===== config.mk =====
export PLATFORM = sky130hd
export DESIGN_NAME = wb_stream_writer_core_flat
export DESIGN_NICKNAME = d
export VERILOG_FILES = /design/src/rtl/wb_stream_writer_core_if.sv /design/src/rtl/wb_stream_writer_core.sv /design/src/flat_wrapper.sv
export SDC_FILE = /design/constraint.sdc
export NUM_CORES = 1
export LEC_CHECK = 0
export BUFFER_PORTS_ARGS = -buffer_cell sky130_fd_sc_hd__buf_2
export CORE_MARGIN = 1.5
export CORE_UTILIZATION = 35
export CTS_BUF_LIST = sky130_fd_sc_hd__clkbuf_8
export CTS_CLUSTER_DIAMETER = 80
export DETAILED_ROUTE_END_ITERATION = 12
export PLACE_DENSITY = 0.6
export SKIP_CTS_REPAIR_TIMING = 1
export SLEW_MARGIN = 20
export SYNTH_ARGS = -nofsm -noshare
export SYNTH_HDL_FRONTEND = slang
export SYNTH_SLANG_ARGS = --single-unit

===== constraint.sdc =====
create_clock -name clk -period 6.3 [get_ports clk]
set_input_delay 0.315 -clock clk [delete_from_list [all_inputs] [get_ports clk]]
set_output_delay 0.315 -clock clk [all_outputs]
set_load 0.01 [all_outputs]

===== src/rtl/wb_stream_writer_core_if.sv =====
// rtl/wb_stream_writer_core_if.sv - memory master, config slave and stream signal bundle
interface wb_stream_writer_core_if #(
    parameter int WB_DW = 32,
    parameter int WB_AW = 32
);
    logic [WB_AW-1:0]   wbm_adr_o;
    logic [WB_DW-1:0]   wbm_dat_o;
    logic [WB_DW/8-1:0] wbm_sel_o;
    logic               wbm_we_o;
    logic               wbm_cyc_o;
    logic               wbm_stb_o;
    logic [2:0]         wbm_cti_o;
    logic [1:0]         wbm_bte_o;
    logic [WB_DW-1:0]   wbm_dat_i;
    logic               wbm_ack_i;
    logic               wbm_err_i;
    logic               wbm_rty_i;

    logic [WB_DW-1:0]   stream_m_data_o;
    logic               stream_m_valid_o;
    logic               stream_m_ready_i;

    logic [WB_AW-1:0]   wbs_adr_i;
    logic [WB_DW-1:0]   wbs_dat_i;
    logic [WB_DW/8-1:0] wbs_sel_i;
    logic               wbs_we_i;
    logic               wbs_cyc_i;
    logic               wbs_stb_i;
    logic [2:0]         wbs_cti_i;
    logic [1:0]         wbs_bte_i;
    logic [WB_DW-1:0]   wbs_dat_o;
    logic               wbs_ack_o;
    logic               wbs_err_o;
    logic               wbs_rty_o;

    modport master (
        output wbm_adr_o, wbm_dat_o, wbm_sel_o, wbm_we_o, wbm_cyc_o, wbm_stb_o, wbm_cti_o, wbm_bte_o,
        input  wbm_dat_i, wbm_ack_i, wbm_err_i, wbm_rty_i,
        output stream_m_data_o, stream_m_valid_o,
        input  stream_m_ready_i,
        input  wbs_adr_i, wbs_dat_i, wbs_sel_i, wbs_we_i, wbs_cyc_i, wbs_stb_i, wbs_cti_i, wbs_bte_i,
        output wbs_dat_o, wbs_ack_o, wbs_err_o, wbs_rty_o
    );

    modport slave (
        input  wbm_adr_o, wbm_dat_o, wbm_sel_o, wbm_we_o, wbm_cyc_o, wbm_stb_o, wbm_cti_o, wbm_bte_o,
        output wbm_dat_i, wbm_ack_i, wbm_err_i, wbm_rty_i,
        input  stream_m_data_o, stream_m_valid_o,
        output stream_m_ready_i,
        output wbs_adr_i, wbs_dat_i, wbs_sel_i, wbs_we_i, wbs_cyc_i, wbs_stb_i, wbs_cti_i, wbs_bte_i,
        input  wbs_dat_o, wbs_ack_o, wbs_err_o, wbs_rty_o
    );
endinterface


===== src/rtl/wb_stream_writer_core.sv =====
// rtl/wb_stream_writer_core.sv - memory-to-stream DMA: Wishbone burst reads into a FWFT FIFO feeding a stream
module wb_stream_writer_core #(
    parameter int WB_DW         = 32,
    parameter int WB_AW         = 32,
    parameter int FIFO_AW       = 4,
    parameter int MAX_BURST_LEN = 2**FIFO_AW
) (
    input  logic                   clk,
    input  logic                   rst_n,
    output logic                   irq_o,
    wb_stream_writer_core_if.master bus
);
    localparam int DEPTH = 2**FIFO_AW;
    localparam int BYTES = WB_DW/8;
    localparam logic [FIFO_AW:0] DEPTH_W  = DEPTH;
    localparam logic [2:0]       CTI_INCR = 3'b010;
    localparam logic [2:0]       CTI_EOB  = 3'b111;

    typedef enum logic [1:0] {IDLE, WAIT, BURST, DRAIN} state_t;

    state_t           state_q, state_d;
    logic [WB_AW-1:0] start_adr_q, buf_size_q, burst_size_q, tx_cnt_q, burst_left_q;
    logic             irq_q, err_q, zero_pend_q;
    logic             wbs_ack_q;
    logic [WB_DW-1:0] wbs_dat_q, rd_data;

    logic [WB_DW-1:0]   fifo_mem [DEPTH];
    logic [FIFO_AW-1:0] wr_ptr_q, rd_ptr_q;
    logic [FIFO_AW:0]   fifo_cnt_q, free_space;

    logic             busy, in_burst, req, wr, ctrl_wr, start_req;
    logic             push, pop, fifo_valid, load_burst, finish, abort;
    logic [2:0]       reg_sel;
    logic [WB_AW-1:0] bs, rem, burst_len;

    // Config slave: one request per ack, so ack can never sit high two cycles in a row.
    assign req       = bus.wbs_cyc_i & bus.wbs_stb_i & ~wbs_ack_q;
    assign wr        = req & bus.wbs_we_i;
    assign reg_sel   = bus.wbs_adr_i[4:2];
    assign busy      = (state_q != IDLE);
    assign ctrl_wr   = wr && (reg_sel == 3'd0);
    assign start_req = ctrl_wr && bus.wbs_dat_i[0] && !busy;

    always_comb begin
        rd_data = '0;
        case (reg_sel)
            3'd0:    rd_data = WB_DW'({err_q, irq_q, busy});
            3'd1:    rd_data = WB_DW'(start_adr_q);
            3'd2:    rd_data = WB_DW'(buf_size_q);
            3'd3:    rd_data = WB_DW'(burst_size_q);
            3'd4:    rd_data = WB_DW'(tx_cnt_q);
            default: rd_data = '0;
        endcase
    end

    always_comb begin
        bs        = (burst_size_q == '0) ? WB_AW'(1) : burst_size_q;
        rem       = buf_size_q - tx_cnt_q;
        burst_len = (bs < rem) ? bs : rem;
        if (burst_len > WB_AW'(MAX_BURST_LEN)) burst_len = WB_AW'(MAX_BURST_LEN);
    end

    assign fifo_valid = (fifo_cnt_q != '0);
    assign pop        = fifo_valid & bus.stream_m_ready_i;
    assign free_space = DEPTH_W - fifo_cnt_q;

    always_comb begin
        state_d    = state_q;
        push       = 1'b0;
        load_burst = 1'b0;
        finish     = 1'b0;
        abort      = 1'b0;
        case (state_q)
            IDLE: if (start_req && buf_size_q != '0) state_d = WAIT;
            WAIT: begin
                // Only launch once the whole burst is guaranteed a FIFO slot.
                if (WB_AW'(free_space) >= burst_len) begin
                    load_burst = 1'b1;
                    state_d    = BURST;
                end
            end
            BURST: begin
                if (bus.wbm_err_i) begin
                    abort   = 1'b1;
                    state_d = IDLE;
                end else if (bus.wbm_ack_i) begin
                    push = 1'b1;
                    if (burst_left_q == WB_AW'(1))
                        state_d = (tx_cnt_q + WB_AW'(1) == buf_size_q) ? DRAIN : WAIT;
                end
            end
            DRAIN: begin
                // Finish on the edge of the last pop so irq follows the final handshake directly.
                if (fifo_cnt_q == '0 || (fifo_cnt_q == (FIFO_AW+1)'(1) && pop)) begin
                    finish  = 1'b1;
                    state_d = IDLE;
                end
            end
            default: state_d = IDLE;
        endcase
    end

    always_ff @(posedge clk) begin
        if (!rst_n) begin
            state_q      <= IDLE;
            start_adr_q  <= '0;
            buf_size_q   <= '0;
            burst_size_q <= '0;
            tx_cnt_q     <= '0;
            burst_left_q <= '0;
            irq_q        <= 1'b0;
            err_q        <= 1'b0;
            zero_pend_q  <= 1'b0;
            wbs_ack_q    <= 1'b0;
            wbs_dat_q    <= '0;
        end else begin
            state_q     <= state_d;
            wbs_ack_q   <= req;
            zero_pend_q <= start_req && (buf_size_q == '0);
            if (req) wbs_dat_q <= rd_data;
            if (wr && !busy) begin
                case (reg_sel)
                    3'd1:    start_adr_q  <= WB_AW'(bus.wbs_dat_i);
                    3'd2:    buf_size_q   <= WB_AW'(bus.wbs_dat_i);
                    3'd3:    burst_size_q <= WB_AW'(bus.wbs_dat_i);
                    default: ;
                endcase
            end
            if (start_req) begin
                tx_cnt_q <= '0;
                err_q    <= 1'b0;
            end
            if (load_burst) burst_left_q <= burst_len;
            if (push) begin
                tx_cnt_q     <= tx_cnt_q + WB_AW'(1);
                burst_left_q <= burst_left_q - WB_AW'(1);
            end
            if (abort) err_q <= 1'b1;
            if (ctrl_wr && bus.wbs_dat_i[1]) irq_q <= 1'b0;
            if (abort || finish || zero_pend_q) irq_q <= 1'b1;
        end
    end

    always_ff @(posedge clk) begin
        if (!rst_n || abort) begin
            wr_ptr_q   <= '0;
            rd_ptr_q   <= '0;
            fifo_cnt_q <= '0;
        end else begin
            if (push) wr_ptr_q <= wr_ptr_q + FIFO_AW'(1);
            if (pop)  rd_ptr_q <= rd_ptr_q + FIFO_AW'(1);
            case ({push, pop})
                2'b10:   fifo_cnt_q <= fifo_cnt_q + (FIFO_AW+1)'(1);
                2'b01:   fifo_cnt_q <= fifo_cnt_q - (FIFO_AW+1)'(1);
                default: fifo_cnt_q <= fifo_cnt_q;
            endcase
        end
    end

    always_ff @(posedge clk) begin
        if (push) fifo_mem[wr_ptr_q] <= bus.wbm_dat_i;
    end

    assign in_burst             = (state_q == BURST);
    assign bus.wbm_adr_o        = in_burst ? start_adr_q + tx_cnt_q * WB_AW'(BYTES) : '0;
    assign bus.wbm_dat_o        = '0;
    assign bus.wbm_sel_o        = {(WB_DW/8){in_burst}};
    assign bus.wbm_we_o         = 1'b0;
    assign bus.wbm_cyc_o        = in_burst;
    assign bus.wbm_stb_o        = in_burst;
    assign bus.wbm_cti_o        = !in_burst ? 3'b000 : (burst_left_q == WB_AW'(1)) ? CTI_EOB : CTI_INCR;
    assign bus.wbm_bte_o        = 2'b00;
    assign bus.stream_m_valid_o = fifo_valid;
    assign bus.stream_m_data_o  = fifo_valid ? fifo_mem[rd_ptr_q] : '0;
    assign bus.wbs_dat_o        = wbs_dat_q;
    assign bus.wbs_ack_o        = wbs_ack_q;
    assign bus.wbs_err_o        = 1'b0;
    assign bus.wbs_rty_o        = 1'b0;
    assign irq_o                = irq_q;

    logic unused_wbs;
    assign unused_wbs = ^{bus.wbs_adr_i, bus.wbs_sel_i, bus.wbs_cti_i, bus.wbs_bte_i};
endmodule


===== src/flat_wrapper.sv =====
// flat-port wrapper written by rule: the top's interface ports become plain ports
module wb_stream_writer_core_flat 
#(
    parameter int WB_DW         = 32,
    parameter int WB_AW         = 32,
    parameter int FIFO_AW       = 4,
    parameter int MAX_BURST_LEN = 2**FIFO_AW
)
  (clk, rst_n, irq_o, bus_wbm_adr_o, bus_wbm_dat_o, bus_wbm_sel_o, bus_wbm_we_o, bus_wbm_cyc_o, bus_wbm_stb_o, bus_wbm_cti_o, bus_wbm_bte_o, bus_wbm_dat_i, bus_wbm_ack_i, bus_wbm_err_i, bus_wbm_rty_i, bus_stream_m_data_o, bus_stream_m_valid_o, bus_stream_m_ready_i, bus_wbs_adr_i, bus_wbs_dat_i, bus_wbs_sel_i, bus_wbs_we_i, bus_wbs_cyc_i, bus_wbs_stb_i, bus_wbs_cti_i, bus_wbs_bte_i, bus_wbs_dat_o, bus_wbs_ack_o, bus_wbs_err_o, bus_wbs_rty_o);
  wb_stream_writer_core_if #(.WB_DW(WB_DW), .WB_AW(WB_AW)) bus_i ();
  input  logic clk;
  input  logic rst_n;
  output logic irq_o;
  output wire logic [$bits(bus_i.wbm_adr_o)-1:0] bus_wbm_adr_o;
  output wire logic [$bits(bus_i.wbm_dat_o)-1:0] bus_wbm_dat_o;
  output wire logic [$bits(bus_i.wbm_sel_o)-1:0] bus_wbm_sel_o;
  output wire logic [$bits(bus_i.wbm_we_o)-1:0] bus_wbm_we_o;
  output wire logic [$bits(bus_i.wbm_cyc_o)-1:0] bus_wbm_cyc_o;
  output wire logic [$bits(bus_i.wbm_stb_o)-1:0] bus_wbm_stb_o;
  output wire logic [$bits(bus_i.wbm_cti_o)-1:0] bus_wbm_cti_o;
  output wire logic [$bits(bus_i.wbm_bte_o)-1:0] bus_wbm_bte_o;
  input wire logic [$bits(bus_i.wbm_dat_i)-1:0] bus_wbm_dat_i;
  input wire logic [$bits(bus_i.wbm_ack_i)-1:0] bus_wbm_ack_i;
  input wire logic [$bits(bus_i.wbm_err_i)-1:0] bus_wbm_err_i;
  input wire logic [$bits(bus_i.wbm_rty_i)-1:0] bus_wbm_rty_i;
  output wire logic [$bits(bus_i.stream_m_data_o)-1:0] bus_stream_m_data_o;
  output wire logic [$bits(bus_i.stream_m_valid_o)-1:0] bus_stream_m_valid_o;
  input wire logic [$bits(bus_i.stream_m_ready_i)-1:0] bus_stream_m_ready_i;
  input wire logic [$bits(bus_i.wbs_adr_i)-1:0] bus_wbs_adr_i;
  input wire logic [$bits(bus_i.wbs_dat_i)-1:0] bus_wbs_dat_i;
  input wire logic [$bits(bus_i.wbs_sel_i)-1:0] bus_wbs_sel_i;
  input wire logic [$bits(bus_i.wbs_we_i)-1:0] bus_wbs_we_i;
  input wire logic [$bits(bus_i.wbs_cyc_i)-1:0] bus_wbs_cyc_i;
  input wire logic [$bits(bus_i.wbs_stb_i)-1:0] bus_wbs_stb_i;
  input wire logic [$bits(bus_i.wbs_cti_i)-1:0] bus_wbs_cti_i;
  input wire logic [$bits(bus_i.wbs_bte_i)-1:0] bus_wbs_bte_i;
  output wire logic [$bits(bus_i.wbs_dat_o)-1:0] bus_wbs_dat_o;
  output wire logic [$bits(bus_i.wbs_ack_o)-1:0] bus_wbs_ack_o;
  output wire logic [$bits(bus_i.wbs_err_o)-1:0] bus_wbs_err_o;
  output wire logic [$bits(bus_i.wbs_rty_o)-1:0] bus_wbs_rty_o;
  assign bus_wbm_adr_o = bus_i.wbm_adr_o;
  assign bus_wbm_dat_o = bus_i.wbm_dat_o;
  assign bus_wbm_sel_o = bus_i.wbm_sel_o;
  assign bus_wbm_we_o = bus_i.wbm_we_o;
  assign bus_wbm_cyc_o = bus_i.wbm_cyc_o;
  assign bus_wbm_stb_o = bus_i.wbm_stb_o;
  assign bus_wbm_cti_o = bus_i.wbm_cti_o;
  assign bus_wbm_bte_o = bus_i.wbm_bte_o;
  assign bus_i.wbm_dat_i = bus_wbm_dat_i;
  assign bus_i.wbm_ack_i = bus_wbm_ack_i;
  assign bus_i.wbm_err_i = bus_wbm_err_i;
  assign bus_i.wbm_rty_i = bus_wbm_rty_i;
  assign bus_stream_m_data_o = bus_i.stream_m_data_o;
  assign bus_stream_m_valid_o = bus_i.stream_m_valid_o;
  assign bus_i.stream_m_ready_i = bus_stream_m_ready_i;
  assign bus_i.wbs_adr_i = bus_wbs_adr_i;
  assign bus_i.wbs_dat_i = bus_wbs_dat_i;
  assign bus_i.wbs_sel_i = bus_wbs_sel_i;
  assign bus_i.wbs_we_i = bus_wbs_we_i;
  assign bus_i.wbs_cyc_i = bus_wbs_cyc_i;
  assign bus_i.wbs_stb_i = bus_wbs_stb_i;
  assign bus_i.wbs_cti_i = bus_wbs_cti_i;
  assign bus_i.wbs_bte_i = bus_wbs_bte_i;
  assign bus_wbs_dat_o = bus_i.wbs_dat_o;
  assign bus_wbs_ack_o = bus_i.wbs_ack_o;
  assign bus_wbs_err_o = bus_i.wbs_err_o;
  assign bus_wbs_rty_o = bus_i.wbs_rty_o;
  wb_stream_writer_core #(.WB_DW(WB_DW), .WB_AW(WB_AW), .FIFO_AW(FIFO_AW), .MAX_BURST_LEN(MAX_BURST_LEN)) u_core (.clk(clk), .rst_n(rst_n), .irq_o(irq_o), .bus(bus_i));
endmodule

==> impl_metrics.yaml, run 1 <==
outcome:
  outcome: "complete, but fails checks"
  failed_checks: "setup timing"
cts:
  clkTransAtPathRegs_ns: 0.05
  cts_tree: "built"
  clockRootBuffer: "clkbuf_8"
  clock_latency_ns: 0.82
  cts.sinks: 727
  cts_buffer_depth: 3
  cts_buffers: 130
  htree_num_levels: 4
sta:
  setup_violations: 34
  slew_headroom_pct: 26.1
  clock.fmax_mhz: 155
  post-route-min-period_ns: 6.44
  fin_skew_ns: 0.0533
  setup_slack_ns: -0.142
  worstMarginPinSlew_ns: 1.11
  fin_crit_sh_pct: 102
  maxSlewViolCount: 0
  final-hold-violation-count: 0
  grt_setup_unrepaired: "yes"
floorplan:
  fp.dieW_um: 316
  io-pin-count: 259
  initial_core_util_pct: 35.4
  rows: 114
  core_um2: 97000
  die_h_um: 316
  die_area_um2: 100000
yosys:
  yosysUniqueCellTypes: 88
  synth_top_area_share_pct: 44.7
  yosysMostFrequentCell: "edfxtp_1"
  synth_area_leaders: "edfxtp_1 (45%), dfxtp_1 (13%), mux4_2 (10%), ha_1 (4.0%), a21oi_1 (3.9%)"
  synth_compound_area_share_pct: 9.84
  synth-xor-area-share_pct: 3.06
  ys_async_sr_fraction_pct: 0
  synthCells: 2802
  yosysSeqAreaShare_pct: 57.2
  postSynthAreaPerCell_um2: 12.3
  yosys.area.top_type: "edfxtp_1"
  synth.cell_area_um2: 34400
  synth_top_flop_cell: "edfxtp_1"
  ys_top_cells_by_count: "edfxtp_1 (512), nand2_1 (286), a21oi_1 (267)"
  synth_seq_cells: 727
  yosys.area_share.simple_pct: 11.4
  synth_edf_count: 512
  yosys_warnings: 0
  synthMuxAreaShare_pct: 10.8
  synthAdderAreaFrac_pct: 4.08
  synth_top_family_by_area: "simple AND/OR/NAND/NOR gates"
power:
  power_density_nw_per_um2: 307
  vdd.ir_drop.worst_v: 0.000257
  p_leak_nw: 14.9
finish:
  final_cells: 4580
  drive_gt1_share_pct: 26.4
  postLayoutCellArea_um2: 41600
  multi_input_comb_area_um2: 14300
  areaGrowthSynthToFinish_pct: 20.9
  nFillCells: 9034
  seqCellArea_um2: 19700
  final_core_util_pct: 42.9
  nNetsFinal: 3429
worst_setup_path:
  critPathTopFamily: "compound AO/OA/AOI/OAI gates"
  ff2ff_path_depth: 33
  critPathLaunchType: "register"
  worstPathArrival_ns: 7.07
  path_depth: 33
  max_stage_delay_ns: 0.42
  endpoint: "u_core.burst_left_q[15]"
  cp-end-kind: "register"
  timing.rr.end: "u_core.burst_left_q[15]"
  regToRegStartpoint: "u_core.buf_size_q[5]"
  worstSetupStartpoint: "u_core.buf_size_q[5]"
  critical_path_required_ns: 6.93
  r2r_slack_ns: -0.14
  crit_top_cell: "a21o_1"
  cp_max_fo: 5
  worstSetupPathType: "register to register"
  cp_slowest_cell: "a2111oi_4"
  worst-path-buf-inv: 3
placement:
  gp_congestion: 0.924
  dp_cells: 4273
  dp_hpwl_mm: 60.9
  dpl-instance-area_um2: 37700
  dpl_worst_slack_ns: -0.299
  numPortBuffers: 182
global_route:
  grt_max_degree: 93
  antenna_found_initial: 9
  grt_pass1_vias: 23200
  grt_remaining_overflow: 0
  track_usage_pct: 19.1
  grt_pass1_wl_mm: 144
  grtUsageMet2_pct: 28.7
  grt-busiest-layer: "met2"
  met3_usage_pct: 3.90
  grtUsageMet1_pct: 27.8
drt:
  via_count: 24300
  wl_per_cell_um: 21.2
  drt_first_pass_iters: 5
  drt_iter0_markers: 2035
  avgViaCountPerCell: 5.30
  drcViolationCount: 0
  totalWireLength_mm: 97.0
  antenna_left: 0
flow_run:
  max_cap_viol_count: 0
min_path:
  worstHoldPathType: "primary input to register"
power by group:
group | internal [mW] | switching (mW) | total (mW)
logic | 1.41 | 1.64 | 3.05
registers | 5.18 | 0.160 | 5.34
clock network | 2.31 | 2.06 | 4.37
sequential cells by signal, summed over array words and instances, names as in the netlist, 2 cells and up, named ones only:
register / cells
u_core.wr_ptr_q: 4
u_core.bus.wbs_dat_o: 32
u_core.fifo_mem: 512
u_core.start_adr_q: 32
u_core.burst_size_q: 32
u_core.buf_size_q: 32
u_core.burst_left_q: 32
u_core.state_q: 2
u_core.tx_cnt_q: 32
u_core.rd_ptr_q: 4
u_core.fifo_cnt_q: 5
per-layer routing:
layer	routed length (µm)	share of wire [%]
met2	43300	45
met1	45200	47
met4	1840	1.9
met3	6650	6.9
met5	8	0.0082
through the flow:
stage	hold WS, ns	setup TNS, ns	power [mW]
after global placement	0.423	-3.02	8.26
after detailed placement	0.431	-5.71	8.28
final	0.0306	-2.44	12.8
after CTS	-0.306	-6.07	12.7
after floorplan	0.414	0	7.35
after global routing	0.00399	-11.98	13.4
worst register-to-register path, delay by kind of cell (launching register included):
family | cells | cell delay [ns]
compound gates | 15 | 2.78
xor+xnor | 1 | 0.23
fa+ha+maj | 3 | 0.80
buf+inv | 3 | 0.39
flops | 1 | 0.33
simple gates | 11 | 1.77
how the worst min path moves through the flow:
stage	cells past startpoint	startpoint	end
final	3	rst_n	u_core.burst_left_q[12]
after global placement	2	u_core.zero_pend_q	u_core.irq_o
after floorplan	0	bus_wbm_dat_i[0]	u_core.fifo_mem[0][0]
after detailed placement	2	u_core.zero_pend_q	u_core.irq_o
after CTS	3	bus_wbs_dat_i[17]	u_core.burst_size_q[17]
after global routing	3	rst_n	u_core.burst_left_q[8]
cells by family (layout without fill, tap and decap cells):
logic type                 count (synthesis)  after routing
and+or+nand+nor                          830            830
other                                      1             46
muxes                                    172            172
xor gates and xnor gates                 120            120
adders and majority gates                111            111
AOI/OAI and AO/OA                        561            561
buffers and inverters                    280            737
DFF                                      727            727
cell type report:
type,instances,share of cell area [%]
timing repair buffer,452,7.63
sequential,727,47.4
clock buffer,141,4.67
multi-input combinational,1831,34.4
antenna,9,0.0542
tap,1276,3.84
clock inverter,82,1.48
inverter,62,0.572
cell usage in the layout (no fill, tap or decap), types with 17 or more instances in the layout:
master / n
clkbuf_8: 141
a21oi_1: 254
mux4_2: 160
a31oi_1: 21
dfxtp_1: 201
o21ai_0: 74
a21o_1: 33
xnor2_1: 72
ha_1: 96
and2_1: 44
nor3_1: 50
edfxtp_1: 512
nor4_1: 31
conb_1: 37
xor2_1: 48
nor2_1: 215
nand2b_1: 17
inv_1: 86
buf_2: 182
dlygate4sd3_1: 66
a22oi_1: 63
nand2_1: 276
nand4_1: 29
nand3_1: 50
clkinv_1: 19
buf_4: 195
(Power assumes the default switching activity.)
==> run 2: changes to the inputs <==
--- a/config.mk
+++ b/config.mk
@@ -11,7 +11,8 @@
 export CTS_BUF_LIST = sky130_fd_sc_hd__clkbuf_8
 export CTS_CLUSTER_DIAMETER = 80
 export DETAILED_ROUTE_END_ITERATION = 12
-export PLACE_DENSITY = 0.6
+export HOLD_SLACK_MARGIN = 0.06
+export PLACE_DENSITY = 0.58
 export SKIP_CTS_REPAIR_TIMING = 1
 export SLEW_MARGIN = 20
 export SYNTH_ARGS = -nofsm -noshare
==> constraint.sdc (replaced) <==
create_clock -name clk -period 7.4 [get_ports clk]
set_input_delay 0.37 -clock clk [delete_from_list [all_inputs] [get_ports clk]]
set_output_delay 0.37 -clock clk [all_outputs]
set_load 0.01 [all_outputs]
==> run 2 against run 1 <==
The flow now finishes without violations. Critical endpoint is now u_core.burst_left_q[16]. Die area stayed put. Combinational power is 21% lower. Final cell count is 2.9% lower. Maximum frequency is 7.8% lower. Design area is 3.6% lower. Sequential share of layout area is 1.8 points higher. Sequential cell count stayed put. First-iteration DRC count is 6.8% higher. Register-to-register slack better by 0.55 ns.
==> impl_metrics.yaml, run 2 (synthesis results as in run 1) <==
outcome:
  outcome: "complete, no violations"
global_route:
  grt_remaining_overflow: 0
  antenna_found_initial: 16
  grt_pass1_vias: 22600
  grt_pass1_wl_mm: 140
  track_usage_pct: 18.7
  grt_max_degree: 102
worst_setup_path:
  worstPathArrival_ns: 7.59
  max_stage_delay_ns: 0.44
  cp_max_fo: 26
  cp-end-kind: "register"
  cp_slowest_cell: "dfxtp_1"
  critical_path_required_ns: 8.00
  worstSetupPathType: "register to register"
  critPathLaunchType: "register"
power:
  power_density_nw_per_um2: 263
  p_leak_nw: 14.2
  vdd.ir_drop.worst_v: 0.000246
floorplan:
  fp.dieW_um: 316
  rows: 114
  core_um2: 97000
  io-pin-count: 259
  die_h_um: 316
  die_area_um2: 100000
  initial_core_util_pct: 35.4
sta:
  slew_headroom_pct: 27.4
  worstMarginPinSlew_ns: 1.09
  final-hold-violation-count: 0
  post-route-min-period_ns: 6.99
  maxSlewViolCount: 0
  fin_crit_sh_pct: 94.5
  setup_violations: 0
  clock.fmax_mhz: 143
  fin_skew_ns: 0.0539
  setup_slack_ns: 0.410
  setup_tns_ns: 0
placement:
  dpl-instance-area_um2: 36700
  dpl_worst_slack_ns: -0.109
  dp_hpwl_mm: 59.8
  numPortBuffers: 182
  gp_congestion: 0.909
  dp_cells: 4152
finish:
  postLayoutCellArea_um2: 40100
  drive_gt1_share_pct: 20.9
  final_cells: 4445
  seqCellArea_um2: 19700
  layout_commonest_cell: "edfxtp_1"
  final_cell_mix: "edfxtp_1 (512), nand2_1 (284), a21oi_1 (264)"
  nFillCells: 9135
  largest_reg_flops: 512
  nNetsFinal: 3292
  final_core_util_pct: 41.3
  multi_input_comb_area_um2: 13900
  regMostFlops: "u_core.fifo_mem"
  areaGrowthSynthToFinish_pct: 16.5
drt:
  antenna_left: 0
  wl_per_cell_um: 21.5
  drt_iter0_markers: 2174
  drt_first_pass_iters: 5
  avgViaCountPerCell: 5.30
  drcViolationCount: 0
  via_count: 23600
  totalWireLength_mm: 95.6
cts:
  cts.sinks: 727
  htree_num_levels: 3
  cts_tree: "built"
  cts_buffer_depth: 3
  clock_latency_ns: 0.79
  clockRootBuffer: "clkbuf_8"
  cts_buffers: 120
  clkTransAtPathRegs_ns: 0.06
min_path:
  worstHoldPathType: "primary input to register"
flow_run:
  max_cap_viol_count: 0
run 2: cell types whose count changed in the layout (fill, tap and decap cells not counted), moves of 10 or more:
cell and delta:
a21oi_1 +10, buf_4 -120, clkbuf_8 -13, ha_1 +11, ha_4 -10, inv_1 +14
run 2: through the flow:
stage / total power [mW] / hold slack [ns]
4_1_cts: 10.6 / -0.233
2_1_floorplan: 6.24 / 0.417
6_report: 10.5 / 0.0938
5_1_grt: 11.0 / 0.0821
3_3_place_gp: 6.94 / 0.432
3_5_place_dp: 6.95 / 0.437
run 2: critical path, delay by kind of cell, from the launching register on:
family          cells  cell delay [ns]
flops               1             0.44
compound gates     14             2.73
simple gates       12             1.73
fa+ha+maj           3             0.91
buf+inv             4             0.66
xor+xnor            1             0.31
run 2: routing by layer:
metal	vias up	GRT usage (%)	part of all wire (%)
met3	157	4.39	6.9
met1	11700	25.6	45
met4	10	6.07	2.2
met5	-	0	0.077
met2	765	29.2	46
li1	11000	-	-
run 2: area by class of cell:
| class | instances | area share [%] |
|---|---|---|
| inverter | 62 | 0.594 |
| clock buffer | 128 | 4.40 |
| timing repair buffer | 325 | 5.43 |
| tap | 1276 | 3.99 |
| antenna | 7 | 0.0437 |
| multi-input combinational | 1831 | 34.7 |
| clock inverter | 89 | 1.70 |
| sequential | 727 | 49.2 |
run 2: path summary, 6_finish.rpt:
check                           from                       to  slack (ns)  depth (start not counted)
max reg2reg     u_core.buf_size_q[5]  u_core.burst_left_q[16]        0.41                         34
min reg2reg  u_core.burst_left_q[20]  u_core.burst_left_q[20]        0.46                          1
min                            rst_n   u_core.burst_left_q[9]        0.09                          3
max             u_core.buf_size_q[5]  u_core.burst_left_q[16]        0.41                         34
run 2: where the power goes:
| part | switching, mW | leakage (nW) | internal (mW) |
|---|---|---|---|
| logic | 1.36 | 6.42 | 1.06 |
| clock network | 1.67 | 1.40 | 1.93 |
| registers | 0.106 | 6.34 | 4.41 |
